`src/rtl/bus_mux_arb_if.sv`:
```
// Handshake and data bundle between the producers, the mux/arbiter and the downstream consumer.
// Both sides use valid/ready: a word moves on a rising edge where valid and ready are both high.
interface bus_mux_arb_if #(
    parameter int WIDTH    = 16,
    parameter int CHANNELS = 4,
    parameter int SELW     = $clog2(CHANNELS)
);
    logic                      mode;
    logic [SELW-1:0]           sel;
    logic [CHANNELS*WIDTH-1:0] in_data;
    logic [CHANNELS-1:0]       in_valid;
    logic [CHANNELS-1:0]       in_ready;
    logic [WIDTH-1:0]          out_data;
    logic [SELW-1:0]           out_ch;
    logic                      out_valid;
    logic                      out_ready;

    modport master (
        output mode, sel, in_data, in_valid, out_ready,
        input  in_ready, out_data, out_ch, out_valid
    );

    modport slave (
        input  mode, sel, in_data, in_valid, out_ready,
        output in_ready, out_data, out_ch, out_valid
    );
endinterface

```
`src/rtl/bus_mux_arb.sv`:
```
// N-channel registered bus multiplexer: explicit select or round-robin arbitration
// into a single output register that sustains one word per cycle.
module bus_mux_arb #(
    parameter  int WIDTH    = 16,
    parameter  int CHANNELS = 4,
    localparam int SELW     = $clog2(CHANNELS)
) (
    input  logic            clk,
    input  logic            rst_n,
    bus_mux_arb_if.slave    bus,
    output logic            dbg_full,
    output logic [SELW-1:0] dbg_ptr
);
    localparam int NSEL = 1 << SELW;
    localparam logic [SELW-1:0] PTR_RST = SELW'(CHANNELS - 1);

    typedef enum logic {EMPTY = 1'b0, FULL = 1'b1} state_t;

    state_t            state;
    logic [WIDTH-1:0]  data_q;
    logic [SELW-1:0]   ch_q;
    logic [SELW-1:0]   ptr;

    logic [WIDTH-1:0]  words [CHANNELS];
    logic [NSEL-1:0]   valid_ext;
    logic              load_en;
    logic              rr_valid;
    logic [SELW-1:0]   rr_idx;
    logic [SELW-1:0]   cand;
    logic              grant_valid;
    logic [SELW-1:0]   grant_idx;
    logic              xfer;

    for (genvar k = 0; k < CHANNELS; k++) begin : g_unpack
        assign words[k] = bus.in_data[k*WIDTH +: WIDTH];
    end

    // Padding to a power of two makes out-of-range sel values read as "not valid".
    assign valid_ext = NSEL'(bus.in_valid);
    assign load_en   = (state == EMPTY) | bus.out_ready;

    always_comb begin
        rr_valid = 1'b0;
        rr_idx   = '0;
        cand     = '0;
        for (int i = 1; i <= CHANNELS; i++) begin
            cand = SELW'((int'(ptr) + i) % CHANNELS);
            if (!rr_valid && valid_ext[cand]) begin
                rr_valid = 1'b1;
                rr_idx   = cand;
            end
        end
    end

    always_comb begin
        grant_valid = 1'b0;
        grant_idx   = '0;
        if (bus.mode) begin
            grant_valid = rr_valid;
            grant_idx   = rr_idx;
        end else begin
            grant_valid = valid_ext[bus.sel];
            grant_idx   = bus.sel;
        end
    end

    assign xfer = rst_n & grant_valid & load_en;

    always_comb begin
        bus.in_ready = '0;
        if (xfer) begin
            bus.in_ready[grant_idx] = 1'b1;
        end
    end

    always_ff @(posedge clk) begin
        if (!rst_n) begin
            state  <= EMPTY;
            data_q <= '0;
            ch_q   <= '0;
            ptr    <= PTR_RST;
        end else begin
            case (state)
                EMPTY: begin
                    if (xfer) begin
                        state  <= FULL;
                        data_q <= words[grant_idx];
                        ch_q   <= grant_idx;
                        if (bus.mode) ptr <= grant_idx;
                    end
                end
                FULL: begin
                    // Drain and reload in the same edge keeps the bus bubble-free.
                    if (xfer) begin
                        data_q <= words[grant_idx];
                        ch_q   <= grant_idx;
                        if (bus.mode) ptr <= grant_idx;
                    end else if (bus.out_ready) begin
                        state <= EMPTY;
                    end
                end
                default: state <= EMPTY;
            endcase
        end
    end

    assign bus.out_valid = (state == FULL);
    assign bus.out_data  = data_q;
    assign bus.out_ch    = ch_q;
    assign dbg_full      = (state == FULL);
    assign dbg_ptr       = ptr;
endmodule

```
`src/flat_wrapper.sv`:
```
// flat-port wrapper written by rule: the top's interface ports become plain ports
module bus_mux_arb_flat 
#(
    parameter  int WIDTH    = 16,
    parameter  int CHANNELS = 4,
    localparam int SELW     = $clog2(CHANNELS)
)
  (clk, rst_n, dbg_full, dbg_ptr, bus_mode, bus_sel, bus_in_data, bus_in_valid, bus_out_ready, bus_in_ready, bus_out_data, bus_out_ch, bus_out_valid);
  bus_mux_arb_if #(.WIDTH(WIDTH), .CHANNELS(CHANNELS)) bus_i ();
  input  logic clk;
  input  logic rst_n;
  output logic dbg_full;
  output logic [SELW-1:0] dbg_ptr;
  input wire logic [$bits(bus_i.mode)-1:0] bus_mode;
  input wire logic [$bits(bus_i.sel)-1:0] bus_sel;
  input wire logic [$bits(bus_i.in_data)-1:0] bus_in_data;
  input wire logic [$bits(bus_i.in_valid)-1:0] bus_in_valid;
  input wire logic [$bits(bus_i.out_ready)-1:0] bus_out_ready;
  output wire logic [$bits(bus_i.in_ready)-1:0] bus_in_ready;
  output wire logic [$bits(bus_i.out_data)-1:0] bus_out_data;
  output wire logic [$bits(bus_i.out_ch)-1:0] bus_out_ch;
  output wire logic [$bits(bus_i.out_valid)-1:0] bus_out_valid;
  assign bus_i.mode = bus_mode;
  assign bus_i.sel = bus_sel;
  assign bus_i.in_data = bus_in_data;
  assign bus_i.in_valid = bus_in_valid;
  assign bus_i.out_ready = bus_out_ready;
  assign bus_in_ready = bus_i.in_ready;
  assign bus_out_data = bus_i.out_data;
  assign bus_out_ch = bus_i.out_ch;
  assign bus_out_valid = bus_i.out_valid;
  bus_mux_arb #(.WIDTH(WIDTH), .CHANNELS(CHANNELS)) u_core (.clk(clk), .rst_n(rst_n), .bus(bus_i), .dbg_full(dbg_full), .dbg_ptr(dbg_ptr));
endmodule
```
`config.mk`:
```
export PLATFORM = sky130hd
export DESIGN_NAME = bus_mux_arb_flat
export DESIGN_NICKNAME = d
export VERILOG_FILES = /design/src/rtl/bus_mux_arb_if.sv /design/src/rtl/bus_mux_arb.sv /design/src/flat_wrapper.sv
export SDC_FILE = /design/constraint.sdc
export NUM_CORES = 1
export LEC_CHECK = 0
export BUFFER_PORTS_ARGS = -buffer_cell sky130_fd_sc_hd__clkbuf_2
export CAP_MARGIN = 20
export CORE_ASPECT_RATIO = 0.75
export CORE_MARGIN = 8
export CORE_UTILIZATION = 30
export CTS_BUF_LIST = sky130_fd_sc_hd__clkbuf_16
export CTS_CLUSTER_SIZE = 28
export DETAILED_ROUTE_END_ITERATION = 8
export GPL_TIMING_DRIVEN = 0
export SLEW_MARGIN = 5
export SYNTH_ARGS = -nofsm -noshare
export SYNTH_HDL_FRONTEND = slang
export SYNTH_SLANG_ARGS = --single-unit
export TNS_END_PERCENT = 50
```
`constraint.sdc`:
```
create_clock -name clk -period 2.25 [get_ports clk]
set_input_delay 0.225 -clock clk [delete_from_list [all_inputs] [get_ports clk]]
set_output_delay 0.225 -clock clk [all_outputs]
set_load 0.02 [all_outputs]
```
# Yosys cells after proc, flatten, opt, wreduce, memory -nomap -nowiden
# Cells that the tools add are included.
[word_totals]
out_inout_bits = 26
elab_cells = 63
regBits = 21
[op_classes]
n_lt_le_gt_ge = 8
n_reduce_logical = 8
addsub = 4
bitwise = 5
mux = 34
[op_table]
columns = ["cell", "n"]
rows = [
  ["16-bit two-way mux", 3],
  ["16-bit binary-select mux with 2-bit select", 1],
  ["2-bit by 3-bit < comparator with 1-bit output (second input constant)", 6],
  ["2-bit two-way mux", 8],
  ["1-bit two-way mux", 14],
  ["1-bit binary-select mux with 2-bit select", 5],
  ["2-bit by 1-bit adder with 2-bit output (second input constant)", 2],
  ["2-bit adder (second input constant)", 2],
  ["1-bit logical AND", 4],
  ["4-bit two-way mux", 1],
  ["3-bit greater-or-equal comparator (second input constant)", 1],
  ["1-bit zero test", 3],
  ["2-bit inverter with 3-bit output", 1],
  ["1-bit bitwise AND", 2],
  ["1-bit demux with 2-bit select", 1],
  ["2-bit by 1-bit greater-or-equal comparator with 1-bit output (second input constant)", 1],
  ["1-bit case mux with 2 select lines", 1],
  ["2-bit AND reduction", 1],
  ["1-bit inverter", 1],
  ["1-bit OR", 1],
]

# Longest topological paths before layout
# Gate-level depths: netlist of run 1.
[depth]
depth_word = 19
depth_mapped = 8
mapped_depth_nobuf = 6

# Least setup slack after synthesis of run 1
# OpenSTA, ideal clock, no wires.
[synth_timing]
kind = "register -> output"
startpoint = "register u_core.ptr[0] (netlist: u_core.dbg_ptr[0])"
endpoint = "output bus_in_ready[1]"
path_slack_ns = 0.092
t_arrival_ns = 1.933
path_stages_with_launch = 6
path_buffers = 1
t_required_ns = 2.025
cell_sequence = "dfxtp_1 > nor3b_1 > o31ai_4 > nand2_4 > buf_6 > nor3b_1"
[synth_via]
elab_chain_cells = 19
[synth_rtl]
columns = ["element", "line_no", "source"]
rows = [
  ["from (decl)", "bus_mux_arb.sv:22", "logic [SELW-1:0] ptr;"],
  ["from (signal assigned)", "bus_mux_arb.sv:89", "if (bus.mode) ptr <= grant_idx;"],
  ["from (signal assigned)", "bus_mux_arb.sv:97", "if (bus.mode) ptr <= grant_idx;"],
  ["2-bit by 1-bit adder with 2-bit output", "bus_mux_arb.sv:47", "cand = SELW'((int'(ptr) + i) % CHANNELS);"],
  ["1-bit binary-select mux with 2-bit select", "bus_mux_arb.sv:48", "if (!rr_valid && valid_ext[cand]) begin"],
  ["1-bit two-way mux (implied by the code)", "bus_mux_arb.sv:48", ""],
  ["1-bit two-way mux", "bus_mux_arb.sv:48", ""],
  ["1-bit zero test", "bus_mux_arb.sv:48", ""],
  ["1-bit logical AND", "bus_mux_arb.sv:48", ""],
  ["1-bit two-way mux", "bus_mux_arb.sv:48", ""],
  ["1-bit zero test", "bus_mux_arb.sv:48", ""],
  ["(+3 left out)", "-", ""],
  ["1-bit logical AND", "bus_mux_arb.sv:48", ""],
  ["2-bit two-way mux", "bus_mux_arb.sv:48", ""],
  ["2-bit two-way mux", "bus_mux_arb.sv:58", "if (bus.mode) begin"],
  ["2-bit by 3-bit < comparator with 1-bit output (implied by the code) or 2-bit by 1-bit greater-or-equal comparator with 1-bit output (tied branches)", "bus_mux_arb.sv:72", "bus.in_ready[grant_idx] = 1'b1;"],
  ["1-bit logical AND (implied by the code)", "bus_mux_arb.sv:72", ""],
  ["1-bit two-way mux (implied by the code)", "bus_mux_arb.sv:72", ""],
  ["1-bit demux with 2-bit select", "-", ""],
  ["4-bit two-way mux *", "bus_mux_arb.sv:71", "if (xfer) begin"],
  ["to (decl)", "flat_wrapper.sv:19", "output wire logic [$bits(bus_i.in_ready)-1:0] bus_in_ready;"],
]
# Mark *: on every way between the ends. The rest lies on a longest branch, timed or not. The select of a mux whose other input is x is not followed.

# Final worst setup path of run 1
[layout_timing]
startpoint = "input bus_in_valid[1]"
endpoint = "output bus_in_ready[1]"
[layout_via]
elab_chain_cells = 18
[layout_rtl]
columns = ["element", "line_no", "source"]
rows = [
  ["from (decl)", "flat_wrapper.sv:17", "input wire logic [$bits(bus_i.in_valid)-1:0] bus_in_valid;"],
  ["1-bit binary-select mux with 2-bit select", "bus_mux_arb.sv:48", ""],
  ["1-bit two-way mux (implied by the code)", "bus_mux_arb.sv:48", ""],
  ["1-bit two-way mux", "bus_mux_arb.sv:48", ""],
  ["1-bit zero test", "bus_mux_arb.sv:48", ""],
  ["1-bit logical AND", "bus_mux_arb.sv:48", ""],
  ["1-bit two-way mux", "bus_mux_arb.sv:48", ""],
  ["1-bit zero test", "bus_mux_arb.sv:48", ""],
  ["1-bit logical AND", "bus_mux_arb.sv:48", ""],
  ["(+2 left out)", "-", ""],
  ["1-bit logical AND", "bus_mux_arb.sv:48", ""],
  ["2-bit two-way mux", "bus_mux_arb.sv:48", ""],
  ["2-bit two-way mux", "bus_mux_arb.sv:58", ""],
  ["2-bit by 3-bit < comparator with 1-bit output (implied by the code) or 2-bit by 1-bit greater-or-equal comparator with 1-bit output (tied branches)", "bus_mux_arb.sv:72", ""],
  ["1-bit logical AND (implied by the code)", "bus_mux_arb.sv:72", ""],
  ["1-bit two-way mux (implied by the code)", "bus_mux_arb.sv:72", ""],
  ["1-bit demux with 2-bit select", "-", ""],
  ["4-bit two-way mux *", "bus_mux_arb.sv:71", ""],
]
# Marked as above.

==> flow_summary.json, run 1 <==
{
  "run_status": "complete, no violations",
  "max-cap-violations": 0,
  "cp_max_fo": 10,
  "dpl-instance-area_um2": 2540,
  "switching_share": 0.364,
  "max-slew-margin-rel": 0.490,
  "dpl.hpwl_um": 5940,
  "grt_start_max_net_pins": 12,
  "worst_slew_pin_slew_ns": 0.759,
  "start_util": 0.310,
  "io_pins": 100,
  "syn_area_um2": 1950,
  "ys.flop_type": "dfxtp_1",
  "fmax_mhz": 463,
  "cp-start-kind": "input port",
  "slew_viol_final": 0,
  "critPathArrivalTime_ns": 1.93,
  "max-vdd-ir-drop_mv": 0.285,
  "synth_seq_area_share": 0.216,
  "die-area_um2": 9350,
  "fin_area_um2": 2680,
  "async_reset_ff_frac": 0,
  "core_um2": 6290,
  "crit_path_end_kind": "output port",
  "seqPwrFrac": 0.310,
  "clk-insertion-delay-late_ns": 0.25,
  "avgSynthCellArea_um2": 8.89,
  "synth_edf_count": 0,
  "ys_seq_elements": 21,
  "dp_cells": 398,
  "antenna_cells": 0,
  "wl_um": 7660,
  "path_class": "in -> out",
  "setup_ws_ns": 0.0901,
  "p_int_uw": 928,
  "ctsHoldBuffers": 0,
  "drcViolationCount": 0,
  "overflow": 0,
  "holdWs_ns": 0.284,
  "fp-row-count": 25,
  "drive_gt1_frac": 0.511,
  "power.density_nw_per_um2": 544,
  "num_vias": 2296,
  "cts_buffers": 3,
  "ant_nets": 0,
  "synth_cell_types": 39,
  "synth_top_area_share": 0.216,
  "hp-start": "rst_n",
  "synthTopCellsByArea": "dfxtp_1, a221oi_1, mux2_2",
  "path_clk_slew_ns": 0.06,
  "switchingPower_uw": 532,
  "required_ns": 2.03,
  "detailedPlace.worstSlack_ns": -0.0732,
  "wire_per_inst_um": 19.0,
  "cts_buffer_depth": 2,
  "syn_inst": 219,
  "period_minus_slack_ns": 2.16,
  "synthToLayoutAreaGrowth_pct": 37.9,
  "finalHoldViolCount": 0,
  "nets": 398,
  "portBuffers": 98,
  "drt_first_iter_violations": 216,
  "htree_levels": 1,
  "grt_pass1_wl_um": 11500,
  "rsz0062_at_grt": "no",
  "worstReg2RegStart": "u_core.dbg_ptr[0]",
  "yosys_warnings": 0,
  "instances_no_fill": 404,
  "p_leak_uw": 0.00121,
  "setup_viol_count_final": 0,
  "vias_per_cell": 5.68,
  "cts-root-buf": "clkbuf_16",
  "cts_sinks": 21,
  "gp_congestion": 0.858,
  "fp.dieH_um": 85.8,
  "period_share": 0.960,
  "hold_path.class": "in -> reg",
  "tritoncts": "yes",
  "fin_skew_ns": 0.00377,
  "antenna_found_initial": 0,
  "grt_usage": 0.155,
  "yosysTopAreaCell": "dfxtp_1",
  "die-width_um": 109,
  "startpoint": "bus_in_valid[1]",
  "syn-num-nets": 293,
  "comb_power_share": 0.434,
  "clkPwrFrac": 0.256,
  "grt_pass1_vias": 2274,
  "dr.pass1.iters": 5
}
-- area by class of cell --
class / instances / area, um2
multi-input combinational: 172 / 1390
fill: 658 / 3600
tap: 81 / 101
clock inverter: 1 / 3.75
timing repair buffer: 100 / 508
clock buffer: 3 / 75.1
buffer: 25 / 176
inverter: 1 / 3.75
sequential: 21 / 423
-- critical path, cell delays in order --
cell and delay (ns):
clkbuf_2 0.13, nor4_2 0.40, nor2_2 0.15, a21oi_1 0.26, nand3b_4 0.21, buf_6 0.15, buf_4 0.19, nor3b_1 0.06
buf_2 0.16
-- cell usage in the layout (no fill, tap or decap), types with 2 or more instances in the layout --
| cell type | Yosys | routed |
|---|---|---|
| a21oi_1 | 4 | 3 |
| clkbuf_16 | 0 | 3 |
| nand2b_1 | 4 | 4 |
| a221oi_2 | 5 | 6 |
| o31ai_1 | 16 | 16 |
| nor4_2 | 1 | 2 |
| buf_2 | 10 | 10 |
| o21a_1 | 2 | 2 |
| nor3_1 | 2 | 2 |
| buf_4 | 6 | 8 |
| a21oi_2 | 1 | 2 |
| clkbuf_1 | 4 | 4 |
| inv_1 | 1 | 2 |
| clkbuf_2 | 0 | 96 |
| and2_1 | 16 | 16 |
| nand2_1 | 20 | 20 |
| a221oi_1 | 26 | 25 |
| nor3b_2 | 0 | 3 |
| nand3_1 | 18 | 18 |
| dfxtp_1 | 21 | 19 |
| dfxtp_2 | 0 | 2 |
| buf_6 | 5 | 5 |
| a222oi_1 | 16 | 16 |
| mux2_2 | 17 | 17 |
-- cells by family after synthesis --
family | after synthesis | share of synthesized area
AO/OA/AOI/OAI | 77 | 0.358
buffers and inverters | 26 | 0.0874
flip-flops | 21 | 0.216
multiplexers | 19 | 0.115
AND/OR/NAND/NOR | 76 | 0.224
-- Yosys cell counts, drive strengths merged, types with 3 or more instances --
cell type,number
buf,21
dfxtp,21
nand2,21
clkbuf,4
a221oi,31
o31ai,17
mux2,17
nand2b,5
a222oi,16
and2,16
nor4,3
nor3b,4
nand3,18
a21oi,5
-- registers in the layout, indices dropped and copies added, names as in the netlist --
register,cells
u_core.bus.out_ch,2
u_core.dbg_ptr,2
u_core.bus.out_data,16
u_core.bus.out_valid,1
-- per-stage QoR --
step,TNS [ns],utilization,total power [uW]
final,0,0.427,1460
after global routing,0,0.427,1540
after CTS,0,0.423,1460
after detailed placement,-0.0980,0.404,1070
after global placement,-0.0127,0.404,1060
after floorplan,0,-,840
-- power by group through the flow --
stage	combinational, uW	sequential [uW]	clock [uW]
global route	685	459	393
CTS	627	451	379
global placement	604	458	0
detailed placement	614	459	0
finish	634	453	373
floorplan	324	515	0
-- per-layer routing --
metal | track usage | up-vias | wire (um)
li1 | - | 1117 | -
met1 | 0.210 | 1082 | 3410
met2 | 0.240 | 91 | 3460
met3 | 0.0315 | 6 | 684
met4 | 0.0471 | 0 | 102
met5 | 0 | - | 0
-- path summary, 6_finish.rpt --
check	to	cells after the start	slack (ns)
min reg2reg	u_core.bus.out_data[3]	2	0.47
min	u_core.bus.out_valid	2	0.28
max	bus_in_ready[1]	9	0.09
max reg2reg	u_core.bus.out_data[14]	6	0.15
-- repair_timing --
action / 4_1_cts / 5_1_grt
gates resized for setup: 7 / 7
pin swaps: 2 / 0
cloned: 0 / 0
setup buffers: 2 / 0
endpoints found under the setup margin: 5 / 8
No activity file was read; power rests on OpenSTA's default activity.
==> inputs of run 2 (changes only) <==
==> constraint.sdc (replaced) <==
create_clock -name clk -period 2.4 [get_ports clk]
set_input_delay 0.24 -clock clk [delete_from_list [all_inputs] [get_ports clk]]
set_output_delay 0.24 -clock clk [all_outputs]
set_load 0.02 [all_outputs]
==> run 2 against run 1 <==
- routed wire length increased by 0.99%
- non-clock buffer count shrank 1
- die area unchanged
- largest power group unchanged
- highest routed layer unchanged
==> flow_summary.json, run 2 (synthesis results as in run 1) <==
{
  "seqCellArea_um2": 422,
  "drcViolationCount": 0,
  "hold_path.class": "in -> reg",
  "cp_max_fo": 10,
  "fin_tns_setup_ns": 0,
  "grt_start_max_net_pins": 12,
  "drt_first_iter_violations": 227,
  "max-vdd-ir-drop_mv": 0.268,
  "cts_buffers": 3,
  "rsz0062_at_grt": "yes",
  "r2r_slack_ns": 0.20,
  "worst_slew_pin_slew_ns": 0.769,
  "antenna_cells": 0,
  "path_clk_slew_ns": 0.06,
  "fillers": 667,
  "ctsHoldBuffers": 0,
  "die-width_um": 109,
  "ant_nets": 0,
  "cts_sinks": 21,
  "required_ns": 2.16,
  "slew_viol_final": 0,
  "fin_area_um2": 2650,
  "grt_pass1_vias": 2266,
  "instances_no_fill": 403,
  "path_class": "reg -> out",
  "multi_input_area_um2": 1370,
  "core_um2": 6290,
  "final_common_cell": "clkbuf_2",
  "nets": 397,
  "cts_buffer_depth": 2,
  "grt_pass1_wl_um": 11500,
  "setup_viol_count_final": 0,
  "drive_gt1_frac": 0.494,
  "wl_um": 7730,
  "clk-insertion-delay-late_ns": 0.25,
  "portBuffers": 98,
  "num_vias": 2312,
  "dpl.hpwl_um": 5940,
  "start_util": 0.310,
  "wire_per_inst_um": 19.2,
  "vias_per_cell": 5.74,
  "period_share": 0.962,
  "period_minus_slack_ns": 2.31,
  "dr.pass1.iters": 8,
  "fmax_mhz": 433,
  "holdWs_ns": 0.296,
  "fp.dieH_um": 85.8,
  "run_status": "complete, no violations",
  "cp-start-kind": "flip-flop",
  "synthToLayoutAreaGrowth_pct": 35.9,
  "p_leak_uw": 0.00119,
  "tritoncts": "yes",
  "max-cap-violations": 0,
  "htree_levels": 1,
  "fp-row-count": 25,
  "finalHoldViolCount": 0,
  "power.density_nw_per_um2": 514,
  "antenna_found_initial": 0,
  "gp_congestion": 0.858,
  "die-area_um2": 9350,
  "critPathArrivalTime_ns": 2.07,
  "final_cell_mix": "clkbuf_2, a221oi_1, nand2_1, dfxtp_1, nand3_1",
  "io_pins": 100,
  "fin_skew_ns": 0.00246,
  "crit_path_end_kind": "output port",
  "max-slew-margin-rel": 0.483,
  "largest_reg_flops": 16,
  "dpl-instance-area_um2": 2540,
  "cts-root-buf": "clkbuf_16",
  "grt_usage": 0.155,
  "overflow": 0,
  "dp_cells": 398
}
-- run 2: cell types whose count changed in the layout (fill, tap and decap cells not counted), sizes merged --
| cell | delta |
|---|---|
| clkbuf | +1 |
| buf | -2 |
-- run 2: metal layers --
layer | routed length, um | global-route usage | part of all wire | vias up
met3 | 669 | 0.0315 | 0.087 | 11
met4 | 132 | 0.0471 | 0.017 | 0
met2 | 3460 | 0.239 | 0.45 | 97
met1 | 3470 | 0.211 | 0.45 | 1091
li1 | - | - | - | 1113
met5 | 0 | 0 | 0 | -
-- run 2: timing repair --
| action | 4_1_cts | 5_1_grt |
|---|---|---|
| pin swaps | 0 | 1 |
| hold endpoints to repair | 0 | 0 |
| setup endpoints to repair | 3 | 4 |
| setup buffers | 0 | 1 |
| resized for setup | 2 | 4 |
-- run 2: power by group --
group          total [uW]  switching (uW)  internal [uW]
Sequential            423            27.2            396
Combinational         585             340            245
Clock                 351             129            222
-- run 2: worst paths after layout --
| kind | from | end | cells after the start |
|---|---|---|---|
| setup reg to reg | u_core.dbg_ptr[0] | u_core.bus.out_data[0] | 8 |
| hold reg to reg | u_core.bus.out_data[3] | u_core.bus.out_data[3] | 2 |
| hold / removal | rst_n | u_core.bus.out_valid | 2 |
| setup / recovery | u_core.dbg_ptr[0] | bus_in_ready[2] | 7 |
-- run 2: layout make-up --
| class | instances | share of cell area |
|---|---|---|
| multi-input combinational | 172 | 0.519 |
| sequential | 21 | 0.159 |
| tap | 81 | 0.0383 |
| clock buffer | 3 | 0.0284 |
| buffer | 25 | 0.0639 |
| inverter | 1 | 0.00142 |
| clock inverter | 1 | 0.00142 |
| timing repair buffer | 99 | 0.188 |
-- run 2: critical path, cell delays in order (launching register included) --
cell      delay (ns)
dfxtp_1         0.35
nand2b_2        0.23
a211oi_2        0.25
mux2_2          0.20
buf_4           0.16
buf_4           0.20
nor3b_1         0.22
clkbuf_2        0.21
-- run 2: stage by stage --
stage	setup slack [ns]	utilization	power [uW]
2_1_floorplan	0.227	-	787
3_3_place_gp	0.122	0.404	996
3_5_place_dp	0.0618	0.404	1010
4_1_cts	0.0157	0.418	1360
5_1_grt	-0.00194	0.421	1430
6_report	0.0917	0.421	1360
==> inputs of run 3 (changes only) <==
--- a/config.mk
+++ b/config.mk
@@ -5,6 +5,7 @@
 export SDC_FILE = /design/constraint.sdc
 export NUM_CORES = 1
 export LEC_CHECK = 0
+export ABC_AREA = 1
 export BUFFER_PORTS_ARGS = -buffer_cell sky130_fd_sc_hd__clkbuf_2
 export CAP_MARGIN = 20
 export CORE_ASPECT_RATIO = 0.75
==> run 3 against run 2 <==
- utilization shrank 0.25 points
- total power up 8.6%
- combinational power up 21%
- hold slack barely moved
- count of clock-buffer cells in the layout is the same
- via count rose by 5.1%
- routed wire length is 12% lower
- non-clock buffer count shrank 3
- maximum frequency rose by 2.1%
- clock power rose by 2%
==> flow_summary.json, run 3 <==
{
  "hold_path.class": "in -> reg",
  "cts_buffers": 3,
  "synth_seq_area_share": 0.206,
  "cp-start-kind": "flip-flop",
  "vias_per_cell": 4.38,
  "grt_usage": 0.136,
  "instances_no_fill": 555,
  "antenna_cells": 0,
  "dpl.hpwl_um": 5740,
  "die-width_um": 111,
  "die-area_um2": 9740,
  "yosys_warnings": 0,
  "fp-row-count": 26,
  "async_reset_ff_frac": 0,
  "wl_um": 6830,
  "ys_seq_elements": 21,
  "yosysMostFrequentCell": "inv_1",
  "cts_sinks": 21,
  "critPathArrivalTime_ns": 2.02,
  "synth_common_cells": "inv_1, nand3_1, nand2_1, dfxtp_1, o21a_1",
  "grt_pass1_wl_um": 11000,
  "grt_pass1_vias": 2363,
  "synth_cell_types": 25,
  "slowest_stage": "dfxtp_2",
  "final_common_cell": "clkbuf_2",
  "cp_top_family": "simple AND/OR/NAND/NOR gates",
  "path_class": "reg -> out",
  "gp_congestion": 0.890,
  "path_clk_slew_ns": 0.06,
  "fin_skew_ns": 0.00200,
  "synth_top_area_share": 0.211,
  "cts-root-buf": "clkbuf_16",
  "cp_max_fo": 10,
  "setup_viol_count_final": 0,
  "max-cap-violations": 0,
  "p_leak_uw": 0.00180,
  "fp.dieH_um": 87.5,
  "synth_edf_count": 0,
  "synth_compound_area_frac": 0.0955,
  "synthTopCellsByArea": "nand3_1, dfxtp_1, inv_1",
  "portBuffers": 98,
  "start_util": 0.305,
  "worstPathCellList": "buf_6 > inv_8 > nand2_1 > nand2_1 > nor2_1 > nor2_2 > o21ai_1 > nand2_1 > nand2_2 > nand2_1 > nand2_1 > buf_6 > nand2_1 > nor2_1 > buf_4",
  "drt_first_iter_violations": 144,
  "worst_slew_pin_slew_ns": 0.516,
  "synth_top_family_by_area": "simple AND/OR/NAND/NOR gates",
  "crit_buf_inv": 4,
  "fmax_mhz": 442,
  "htree_levels": 1,
  "syn_area_um2": 2040,
  "run_status": "complete, no violations",
  "core_um2": 6700,
  "ys.flop_type": "dfxtp_1",
  "cpMostUsedCell": "nand2_1",
  "dp_cells": 547,
  "slew_viol_final": 0,
  "dr.pass1.iters": 4,
  "drcViolationCount": 0,
  "antenna_found_initial": 0,
  "required_ns": 2.16,
  "finalHoldViolCount": 0,
  "crit_path_end_kind": "output port",
  "num_vias": 2431,
  "tritoncts": "yes",
  "overflow": 0,
  "power.density_nw_per_um2": 527,
  "io_pins": 100,
  "avgSynthCellArea_um2": 5.60,
  "period_minus_slack_ns": 2.26,
  "syn_inst": 365,
  "wire_per_inst_um": 12.3,
  "ant_nets": 0,
  "synthMuxAreaShare": 0,
  "synthToLayoutAreaGrowth_pct": 37.1,
  "yosysTopAreaCell": "nand3_1",
  "syn-num-nets": 439,
  "largest_reg_flops": 16,
  "period_share": 0.942,
  "critPathMaxStageDelay_ns": 0.33,
  "rsz0062_at_grt": "yes",
  "max-slew-margin-rel": 0.656,
  "synth_xor_area_frac": 0,
  "drive_gt1_frac": 0.323,
  "max-vdd-ir-drop_mv": 0.276,
  "final_cell_mix": "clkbuf_2, inv_1, nand3_1, nand2_1, dfxtp_1",
  "power_uw": 1480,
  "synthAdderAreaFrac": 0,
  "grt_start_max_net_pins": 18,
  "clk-insertion-delay-late_ns": 0.25,
  "cts_buffer_depth": 2,
  "yosys.area_share.simple": 0.451,
  "nets": 546
}
==> run 3: logic make-up after synthesis <==
logic type | Yosys count
and+or+nand+nor | 197
buffers and inverters | 119
DFF | 21
AOI/OAI and AO/OA | 28
==> run 3: worst paths after layout <==
check | from | endpoint | slack, ns | depth (start not counted)
worst max-delay path | u_core.dbg_ptr[0] | bus_in_ready[3] | 0.14 | 15
worst min-delay path | bus_out_ready | u_core.bus.out_valid | 0.30 | 4
worst max register to register | u_core.dbg_ptr[0] | u_core.bus.out_data[14] | 0.35 | 19
worst min register to register | u_core.bus.out_ch[1] | u_core.bus.out_ch[1] | 0.48 | 2
==> run 3: area by class of cell <==
cell class                      count  area, um2
Clock buffer                        3       75.1
Fill cell                         759       3900
Multi-Input combinational cell    225       1150
Tap cell                           84        105
Timing Repair Buffer              104        541
Clock inverter                      1       5.00
Inverter                          100        388
Buffer                             17        118
Sequential cell                    21        425
==> run 3: worst reg2reg max path: cells and delay by family (launching register included) <==
family,cells,cell delay (ns)
AND/OR/NAND/NOR,14,1.05
buffers and inverters,5,0.57
flip-flops,1,0.32
==> run 3: metal layers <==
metal	global-route usage	up-vias	wire [um]
met3	0.0344	2	440
met4	0.0193	0	29
met1	0.175	1040	3260
li1	-	1320	-
met5	0	-	0
met2	0.228	69	3100
==> run 3: stage by stage <==
stage          utilization  setup TNS, ns  hold slack (ns)  worst slack, ns  cell area, um2
2_1_floorplan            -              0            0.446            0.161            2040
3_3_place_gp         0.394              0            0.459            0.189            2640
3_5_place_dp         0.394              0            0.476            0.150            2640
4_1_cts              0.405              0            0.295           0.0150            2710
5_1_grt              0.418        -0.0529            0.308          -0.0388            2800
6_report             0.418              0            0.295            0.139            2800
==> run 3: timing repair <==
item                       in CTS  in global routing
hold buffers                    0                  0
resized for setup               3                 15
pin swaps                       0                  1
setup endpoints to repair       4                  4
buffers inserted                0                  6
==> run 3: report_power, final <==
group | internal [uW] | switching (uW) | leakage, uW
logic | 282 | 426 | 0.00159
clock network | 224 | 133 | 0.0000409
registers | 389 | 23.0 | 0.000173
total | 894 | 582 | 0.00180
